## src/rtl/qpsk_pkg.sv

```systemverilog
// qpsk_pkg: definitions shared by the QPSK transmitter (qpsk_tx) and the
// demapper/loopback checker.
//   SYMS_PER_BYTE / BITS_PER_SYM : framing of one character into symbols
//   SYNC_CHAR                    : preamble character (used when
//                                  QPSK_TX_PREAMBLE_EN is defined)
//   tx_state_e                   : transmitter sequencing states
//   map_bit()                    : bit -> signed level (0 -> +amp, 1 -> -amp)
package qpsk_pkg;

  localparam int unsigned SYMS_PER_BYTE = 4;
  localparam int unsigned BITS_PER_SYM  = 2;
  localparam logic [7:0]  SYNC_CHAR     = 8'h7E;

  typedef enum logic {
    TX_IDLE,
    TX_SEND
  } tx_state_e;

  function automatic logic signed [7:0] map_bit(input logic b, input logic signed [7:0] amp);
    return b ? -amp : amp;
  endfunction

endpackage

```

## src/rtl/qpsk_tx_pacer.sv

```systemverilog
// qpsk_tx_pacer: symbol pacing down-counter.
//   clk      in  system clock
//   reset    in  synchronous active-high reset (counter -> 0, expired)
//   load     in  restart the interval: counter <= SYM_PERIOD-1
//   clear    in  force the counter expired (takes priority over load)
//   expired  out counter is zero; a symbol may be emitted this cycle
// The counter decrements to zero and rests there, so with SYM_PERIOD=1 a
// load leaves it expired and strobes can run back-to-back.
module qpsk_tx_pacer #(
  parameter int unsigned SYM_PERIOD = 3
) (
  input  logic clk,
  input  logic reset,
  input  logic load,
  input  logic clear,
  output logic expired
);

  localparam int unsigned    CW     = (SYM_PERIOD > 1) ? $clog2(SYM_PERIOD) : 1;
  localparam logic [CW-1:0]  RELOAD = CW'(SYM_PERIOD - 1);

  logic [CW-1:0] cnt_q, cnt_d;

  always_comb begin
    cnt_d = cnt_q;
    if (clear) begin
      cnt_d = '0;
    end else if (load) begin
      cnt_d = RELOAD;
    end else if (cnt_q != '0) begin
      cnt_d = cnt_q - CW'(1);
    end
  end

  always_ff @(posedge clk) begin
    if (reset) begin
      cnt_q <= '0;
    end else begin
      cnt_q <= cnt_d;
    end
  end

  assign expired = (cnt_q == '0);

endmodule

```

## src/rtl/qpsk_tx.sv

```systemverilog
// qpsk_tx: QPSK transmitter / mapper. Each accepted 8-bit character is sent
// as 4 symbols, LSB pair first; in each pair the low bit drives I and the
// high bit drives Q, bit 0 -> +AMP, bit 1 -> -AMP.
//   clk        in   system clock (posedge)
//   reset      in   synchronous active-high reset; aborts a byte in flight
//   data       in   character to transmit
//   data_valid in   data holds a valid character
//   data_ready out  a character can be accepted this cycle
//   sym_i      out  signed I level (holds while iq_valid=0)
//   sym_q      out  signed Q level (holds while iq_valid=0)
//   iq_valid   out  single-cycle strobe marking a new symbol
//   busy       out  hold register or shifter occupied
// Parameters: AMP (1..127) symbol magnitude, SYM_PERIOD (>=1) cycles
// between strobes.
// Optional: define QPSK_TX_PREAMBLE_EN to send SYNC_CHAR after every reset
// before any data is accepted.
module qpsk_tx
  import qpsk_pkg::*;
#(
  parameter int          AMP        = 100,
  parameter int unsigned SYM_PERIOD = 3
) (
  input  logic       clk,
  input  logic       reset,
  input  logic [7:0] data,
  input  logic       data_valid,
  output logic       data_ready,
  output logic [7:0] sym_i,
  output logic [7:0] sym_q,
  output logic       iq_valid,
  output logic       busy
);

  localparam logic signed [7:0] AMP8     = 8'(AMP);
  localparam logic [1:0]        LAST_SYM = 2'(SYMS_PER_BYTE - 1);

  tx_state_e  state_q, state_d;
  logic [7:0] hold_q, hold_d;
  logic       hold_full_q, hold_full_d;
  logic [7:0] shift_q, shift_d;
  logic [1:0] sym_cnt_q, sym_cnt_d;
  logic [7:0] sym_i_q, sym_i_d;
  logic [7:0] sym_q_q, sym_q_d;
  logic       iq_valid_q, iq_valid_d;
  logic       rdy_en_q;
`ifdef QPSK_TX_PREAMBLE_EN
  logic       pre_q, pre_d;
`endif

  logic accept;
  logic hold_take;
  logic pacer_load;
  logic pacer_clear;
  logic pacer_expired;

  qpsk_tx_pacer #(
    .SYM_PERIOD (SYM_PERIOD)
  ) u_pacer (
    .clk     (clk),
    .reset   (reset),
    .load    (pacer_load),
    .clear   (pacer_clear),
    .expired (pacer_expired)
  );

  // rdy_en_q keeps data_ready low while reset is held.
`ifdef QPSK_TX_PREAMBLE_EN
  assign data_ready = rdy_en_q && !hold_full_q && !pre_q;
`else
  assign data_ready = rdy_en_q && !hold_full_q;
`endif
  assign accept = data_valid && data_ready;
  assign busy   = hold_full_q || (state_q != TX_IDLE);

  always_comb begin
    state_d     = state_q;
    hold_d      = hold_q;
    hold_full_d = hold_full_q;
    shift_d     = shift_q;
    sym_cnt_d   = sym_cnt_q;
    sym_i_d     = sym_i_q;
    sym_q_d     = sym_q_q;
    iq_valid_d  = 1'b0;
    hold_take   = 1'b0;
    pacer_load  = 1'b0;
    pacer_clear = 1'b0;
`ifdef QPSK_TX_PREAMBLE_EN
    pre_d       = pre_q;
`endif

    case (state_q)
      TX_IDLE: begin
`ifdef QPSK_TX_PREAMBLE_EN
        if (pre_q) begin
          shift_d     = SYNC_CHAR;
          sym_cnt_d   = '0;
          pacer_clear = 1'b1;
          state_d     = TX_SEND;
        end else
`endif
        if (hold_full_q) begin
          shift_d     = hold_q;
          hold_take   = 1'b1;
          sym_cnt_d   = '0;
          pacer_clear = 1'b1;
          state_d     = TX_SEND;
        end
      end
      TX_SEND: begin
        if (pacer_expired) begin
          sym_i_d    = map_bit(shift_q[0], AMP8);
          sym_q_d    = map_bit(shift_q[1], AMP8);
          iq_valid_d = 1'b1;
          pacer_load = 1'b1;
          shift_d    = shift_q >> BITS_PER_SYM;
          sym_cnt_d  = sym_cnt_q + 2'd1;
          if (sym_cnt_q == LAST_SYM) begin
`ifdef QPSK_TX_PREAMBLE_EN
            pre_d = 1'b0;
`endif
            // Chain straight into the next byte; sym_cnt wraps to 0 and the
            // pacer keeps running, so the inter-byte gap is SYM_PERIOD.
            if (hold_full_q) begin
              shift_d   = hold_q;
              hold_take = 1'b1;
            end else begin
              state_d = TX_IDLE;
            end
          end
        end
      end
    endcase

    // A new byte may land in hold on the same edge that hold is drained.
    if (accept) begin
      hold_d      = data;
      hold_full_d = 1'b1;
    end else if (hold_take) begin
      hold_full_d = 1'b0;
    end
  end

  always_ff @(posedge clk) begin
    if (reset) begin
      state_q     <= TX_IDLE;
      hold_q      <= '0;
      hold_full_q <= 1'b0;
      shift_q     <= '0;
      sym_cnt_q   <= '0;
      sym_i_q     <= '0;
      sym_q_q     <= '0;
      iq_valid_q  <= 1'b0;
      rdy_en_q    <= 1'b0;
`ifdef QPSK_TX_PREAMBLE_EN
      pre_q       <= 1'b1;
`endif
    end else begin
      state_q     <= state_d;
      hold_q      <= hold_d;
      hold_full_q <= hold_full_d;
      shift_q     <= shift_d;
      sym_cnt_q   <= sym_cnt_d;
      sym_i_q     <= sym_i_d;
      sym_q_q     <= sym_q_d;
      iq_valid_q  <= iq_valid_d;
      rdy_en_q    <= 1'b1;
`ifdef QPSK_TX_PREAMBLE_EN
      pre_q       <= pre_d;
`endif
    end
  end

  assign sym_i    = sym_i_q;
  assign sym_q    = sym_q_q;
  assign iq_valid = iq_valid_q;

endmodule

```

## config.mk

```make
export PLATFORM = sky130hd
export DESIGN_NAME = qpsk_tx
export DESIGN_NICKNAME = d
export VERILOG_FILES = /design/src/rtl/qpsk_pkg.sv /design/src/rtl/qpsk_tx_pacer.sv /design/src/rtl/qpsk_tx.sv
export SDC_FILE = /design/constraint.sdc
export NUM_CORES = 1
export LEC_CHECK = 0
export BUFFER_PORTS_ARGS = -buffer_cell sky130_fd_sc_hd__buf_4
export CORE_MARGIN = 10
export CORE_UTILIZATION = 50
export DETAILED_ROUTE_END_ITERATION = 6
export GPL_ROUTABILITY_DRIVEN = 0
export PLACE_DENSITY_LB_ADDON = 0.2
export SLEW_MARGIN = 5
export SYNTH_ARGS = -nofsm -noshare
export SYNTH_HDL_FRONTEND = slang
export SYNTH_SLANG_ARGS = --single-unit
export TNS_END_PERCENT = 5
```

## constraint.sdc

```tcl
create_clock -name clk -period 1.6 [get_ports clk]
set_input_delay 0.48 -clock clk [delete_from_list [all_inputs] [get_ports clk]]
set_output_delay 0.48 -clock clk [all_outputs]
set_load 0.02 [all_outputs]
```

* Yosys cells after proc, flatten, opt, wreduce, memory -nomap -nowiden
Cells that the tools add are included.
Cells by class: add/subtract/negate cells 2, equal/unequal tests 3, muxes and demuxes 25, bitwise gates (word level) 1, reductions and logical operators 12
Operators with widths (number):
- $mux W8 | 6
- $pmux W8 S2 | 1
- $mux W1 | 11
- $mux W2 | 4
- $reduce_bool A2 Y1 | 3
- $pmux W1 S2 | 2
- $pmux W2 S2 | 1
- $reduce_and A2 Y1 | 2
- $reduce_or A3 Y1 | 1
- $add A2 B1 Y2 const B | 1
- $eq A2 B2 Y1 const B | 1
- $logic_and A1 B1 Y1 | 2
- $logic_not A2 Y1 | 1
- $ne A2 B1 Y1 const B | 1
- $ne A2 B2 Y1 const B | 1
- $reduce_or A2 Y1 | 1
- $sub A2 B1 Y2 const B | 1
- $logic_not A1 Y1 | 1
- $logic_or A1 B1 Y1 | 1
- $not A1 Y1 | 1
Storage, ports and cells: register bits 40, word-level logic and storage cells 54

* Longest topological paths before layout
depth after elaboration 6, mapped depth 5, mapped depth without buffers 4

* By module
Synthesis repeated with hierarchy kept, for this count alone.
Second synthesis, totals: cell total of the unflattened synthesis 127, area total of the unflattened synthesis 1221.2 um^2
Modules (own cells, without submodules):
- qpsk_tx | instances 1, cells each 120, area each 1154.9 um^2
- qpsk_tx_pacer | instances 1, cells each 7, area each 66.3 um^2

* Worst setup path after synthesis
Ideal clock, no wire load.
path type register -> register, from reg sym_cnt_q[0], to reg state_q, setup time 0.128 ns, data arrival time 1.171 ns, required time 1.472 ns, setup slack 0.301 ns, stages on the path, launching flop included 5, buffers on the path 0, period minus slack after synthesis 1.299 ns, cells stage by stage dfxtp_1 -> ha_1 -> or3b_2 -> a21oi_1 -> nor2_1
Between the ends: longest elaborated chain between the ends 4
Ends and longest elaborated chain:
- start, declared | RTL line qpsk_tx.sv:41 | logic [1:0] sym_cnt_q, sym_cnt_d;
- start signal, assigned | RTL line qpsk_tx.sv:162 | sym_cnt_q <= sym_cnt_d;
- $eq A2 B2 Y1 | RTL line qpsk_tx.sv:117 | if (sym_cnt_q == LAST_SYM) begin
- $mux W1 | RTL line qpsk_tx.sv:117
- $mux W1 | RTL line qpsk_tx.sv:110 | if (pacer_expired) begin
- $pmux W1 S2 | RTL line qpsk_tx.sv:91 | case (state_q)
- end signal, assigned | RTL line qpsk_tx.sv:158 | state_q <= state_d;
- end, declared | RTL line qpsk_tx.sv:37 | tx_state_e state_q, state_d;
No other way between the ends. A chain may end at the register's enable or synchronous reset.

* Worst setup path in the final report
from reg hold_full_q, to out data_ready
Between the ends: longest elaborated chain between the ends 2
Ends and longest elaborated chain:
- start, declared | RTL line qpsk_tx.sv:39 | logic hold_full_q, hold_full_d;
- start signal, assigned | RTL line qpsk_tx.sv:160 | hold_full_q <= hold_full_d;
- $logic_not A1 Y1 | RTL line qpsk_tx.sv:70 | assign data_ready = rdy_en_q && !hold_full_q;
- $logic_and A1 B1 Y1 | RTL line qpsk_tx.sv:70
- end, declared | RTL line qpsk_tx.sv:27 | output logic data_ready,
No other way between the ends.

==> impl_metrics.env <==
export IMPL_outcome="finished clean"
export IMPL_fin_area_um2=1510
export IMPL_wl_per_cell_um=13.5
export IMPL_drc=0
export IMPL_die_h_um=70.9
export IMPL_worst_ep_arrival_time_ns=1.05
export IMPL_regToRegSetupSlack_ns=0.21
export IMPL_async_flop_share_pct=0
export IMPL_ys_flop_type="dfxtp_1"
export IMPL_max_cap_violations=0
export IMPL_clk_pin_slew_ns=0.09
export IMPL_htree_levels=2
export IMPL_final_util_pct=61.1
export IMPL_num_io_pins=30
export IMPL_clockBufferDepth=2
export IMPL_viasPerCell=5.07
export IMPL_drtPass1Iterations=5
export IMPL_final_period_utilization_pct=95.7
export IMPL_worstPathRequired_ns=1.12
export IMPL_area_growth_pct=16.7
export IMPL_final_hold_viol_count=0
export IMPL_drt_iter0_drc=24
export IMPL_yosysSeqAreaShare_pct=44.7
export IMPL_r2r_cells=4
export IMPL_netSwitchingPower_mw=0.384
export IMPL_p_int_mw=1.07
export IMPL_fin_skew_ns=0.00796
export IMPL_p_sw_share_pct=26.4
export IMPL_synth_edf_count=0
export IMPL_rsz0062_at_grt="no"
export IMPL_power_density_nw_per_um2=961
export IMPL_fp_dieW_um=70.9
export IMPL_clock_sinks=29
export IMPL_synth_seq_cells=29
export IMPL_drive_gt1_share_pct=32.9
export IMPL_p_leak_nw=0.667
export IMPL_ctsRootBufferMaster="clkbuf_4"
export IMPL_place_area_um2=1430
export IMPL_cts_tree="done"
export IMPL_final_cell_mix="buf_4, dfxtp_1, mux2i_1, nor2_1, a21oi_1"
export IMPL_layout_commonest_cell="buf_4"
export IMPL_portBuffers=25
export IMPL_ys_warn_count=0
export IMPL_final_instance_count_excl_fill=182
export IMPL_grt_overflow=0
export IMPL_dieArea_um2=5030
export IMPL_min_period_ns=1.53
export IMPL_max_vdd_ir_drop_mv=0.816
export IMPL_max_freq_mhz=653
export IMPL_setup_viol=0
export IMPL_cp_start_kind="flop"
export IMPL_crit_fanout=8
export IMPL_r2r_start="state_q"
export IMPL_grt_max_degree=24
export IMPL_cts_hold_buf=0
export IMPL_routed_via_count=922
export IMPL_critPathCaptureType="output port"
export IMPL_syn_cell_area_um2=1300
export IMPL_grt_pass1_wl_mm=4.11
export IMPL_tns_ns=0
export IMPL_antenna_found_initial=0
export IMPL_rows=18
export IMPL_syn_inst=130
export IMPL_combPwrFrac_pct=15.4
export IMPL_power_mw=1.45
export IMPL_ant_nets=0
export IMPL_worstReg2RegEnd="sym_cnt_q[0]"
export IMPL_hold_end="hold_q[2]"
export IMPL_hold_path_class="in2reg"
export IMPL_clkPwrFrac_pct=30.7
export IMPL_worstHoldStart="data[2]"
export IMPL_final_seq_area_um2=588
export IMPL_share_seq_of_total_power_pct=53.9
export IMPL_drt_total_wl_mm=2.46
export IMPL_num_fill_cells=242
export IMPL_slew_viol_final=0
export IMPL_grtUsageTotal_pct=10.1
export IMPL_dp_cells=173
export IMPL_multi_input_area_um2=597
export IMPL_grt_pass1_vias=911
export IMPL_syn_avg_cell_area_um2=9.98
export IMPL_n_antenna_cell=0
export IMPL_numCtsBuffers=5
export IMPL_nNetsFinal=165
export IMPL_initial_utilization_pct=52.4
export IMPL_fp_coreArea_um2=2480
export IMPL_synth_cell_types=28
export IMPL_critPathKind="reg2out"
export IMPL_whs_path_depth=3
export IMPL_clock_latency_ns=0.32
## worst max-delay path: stages (launching register included)
cell,delay (ns)
dfxtp_4,0.35
buf_6,0.13
nor2b_1,0.10
buf_4,0.15
## synth_stat cells, types with 4 or more instances
cell       n  area share (%)
dfxtp_1   29              45
mux2i_1   14              11
buf_4     12             6.9
nor2_1    12             3.5
a21oi_1   10             3.9
nand2_1    8             2.3
a21oi_2    6             4.1
o31ai_1    6             3.5
nand2b_1   4             1.9
nand3_1    4             1.5
## kinds of logic (layout without fill, tap and decap cells)
family                   after synthesis  in the layout  share of synthesized area (%)
AO/OA/AOI/OAI                         25             25                           14.2
adder cells (fa/ha/maj)                2              2                           1.93
buffers and inverters                 19             38                           10.3
flip-flops                            29             29                           44.7
multiplexers                          14             14                           10.8
other                                  1              4                          0.289
AND/OR/NAND/NOR                       40             40                           17.7
## timing repair
item,4_1_cts,5_1_grt
gates resized for setup,5,2
endpoints found under the setup margin,1,2
buffers inserted,2,0
cloned,0,0
## area by class of cell
type | count | area share [%]
Tap cell | 30 | 2.48
Inverter | 1 | 0.248
Multi-Input combinational cell | 85 | 39.4
Timing Repair Buffer | 30 | 15.4
Clock buffer | 7 | 3.64
Sequential cell | 29 | 38.8
## per-layer routing
| metal | track usage (%) | part of all wire (%) | vias up |
|---|---|---|---|
| li1 | - | - | 472 |
| met1 | 10.4 | 45 | 420 |
| met2 | 16.0 | 46 | 24 |
| met3 | 6.00 | 6.9 | 6 |
| met4 | 5.16 | 2.1 | 0 |
| met5 | 0 | 0 | - |
## power by group through the flow
stage	registers (mW)	logic (mW)	clock network, mW
6_report	0.784	0.224	0.447
5_1_grt	0.790	0.247	0.493
3_5_place_dp	0.806	0.214	0
4_1_cts	0.783	0.225	0.462
2_1_floorplan	0.806	0.163	0
3_3_place_gp	0.804	0.210	0
## worst max path at each step
stage,startpoint,endpoint,cells past startpoint
after detailed placement,state_q,sym_cnt_q[0],3
final,hold_full_q,data_ready,3
after floorplan,sym_cnt_q[0],state_q,4
after global routing,hold_full_q,data_ready,3
after CTS,hold_full_q,busy,2
after global placement,sym_cnt_q[0],shift_q[5],4
## through the flow
step,worst slack (ns),hold WS [ns]
floorplan,0.301,0.440
global placement,0.239,0.456
detailed placement,0.218,0.457
CTS,0.00777,0.374
global route,0.00306,0.375
finish,0.0684,0.383
## registers in the layout, summed over array words and instances (netlist names)
name / count
u_pacer.cnt_q: 2
sym_i: 3
rdy_en_q: 1
state_q: 1
sym_cnt_q: 2
iq_valid: 1
hold_q: 8
sym_q: 2
shift_q: 8
hold_full_q: 1
Note: power is estimated with default switching activity, not from simulation.
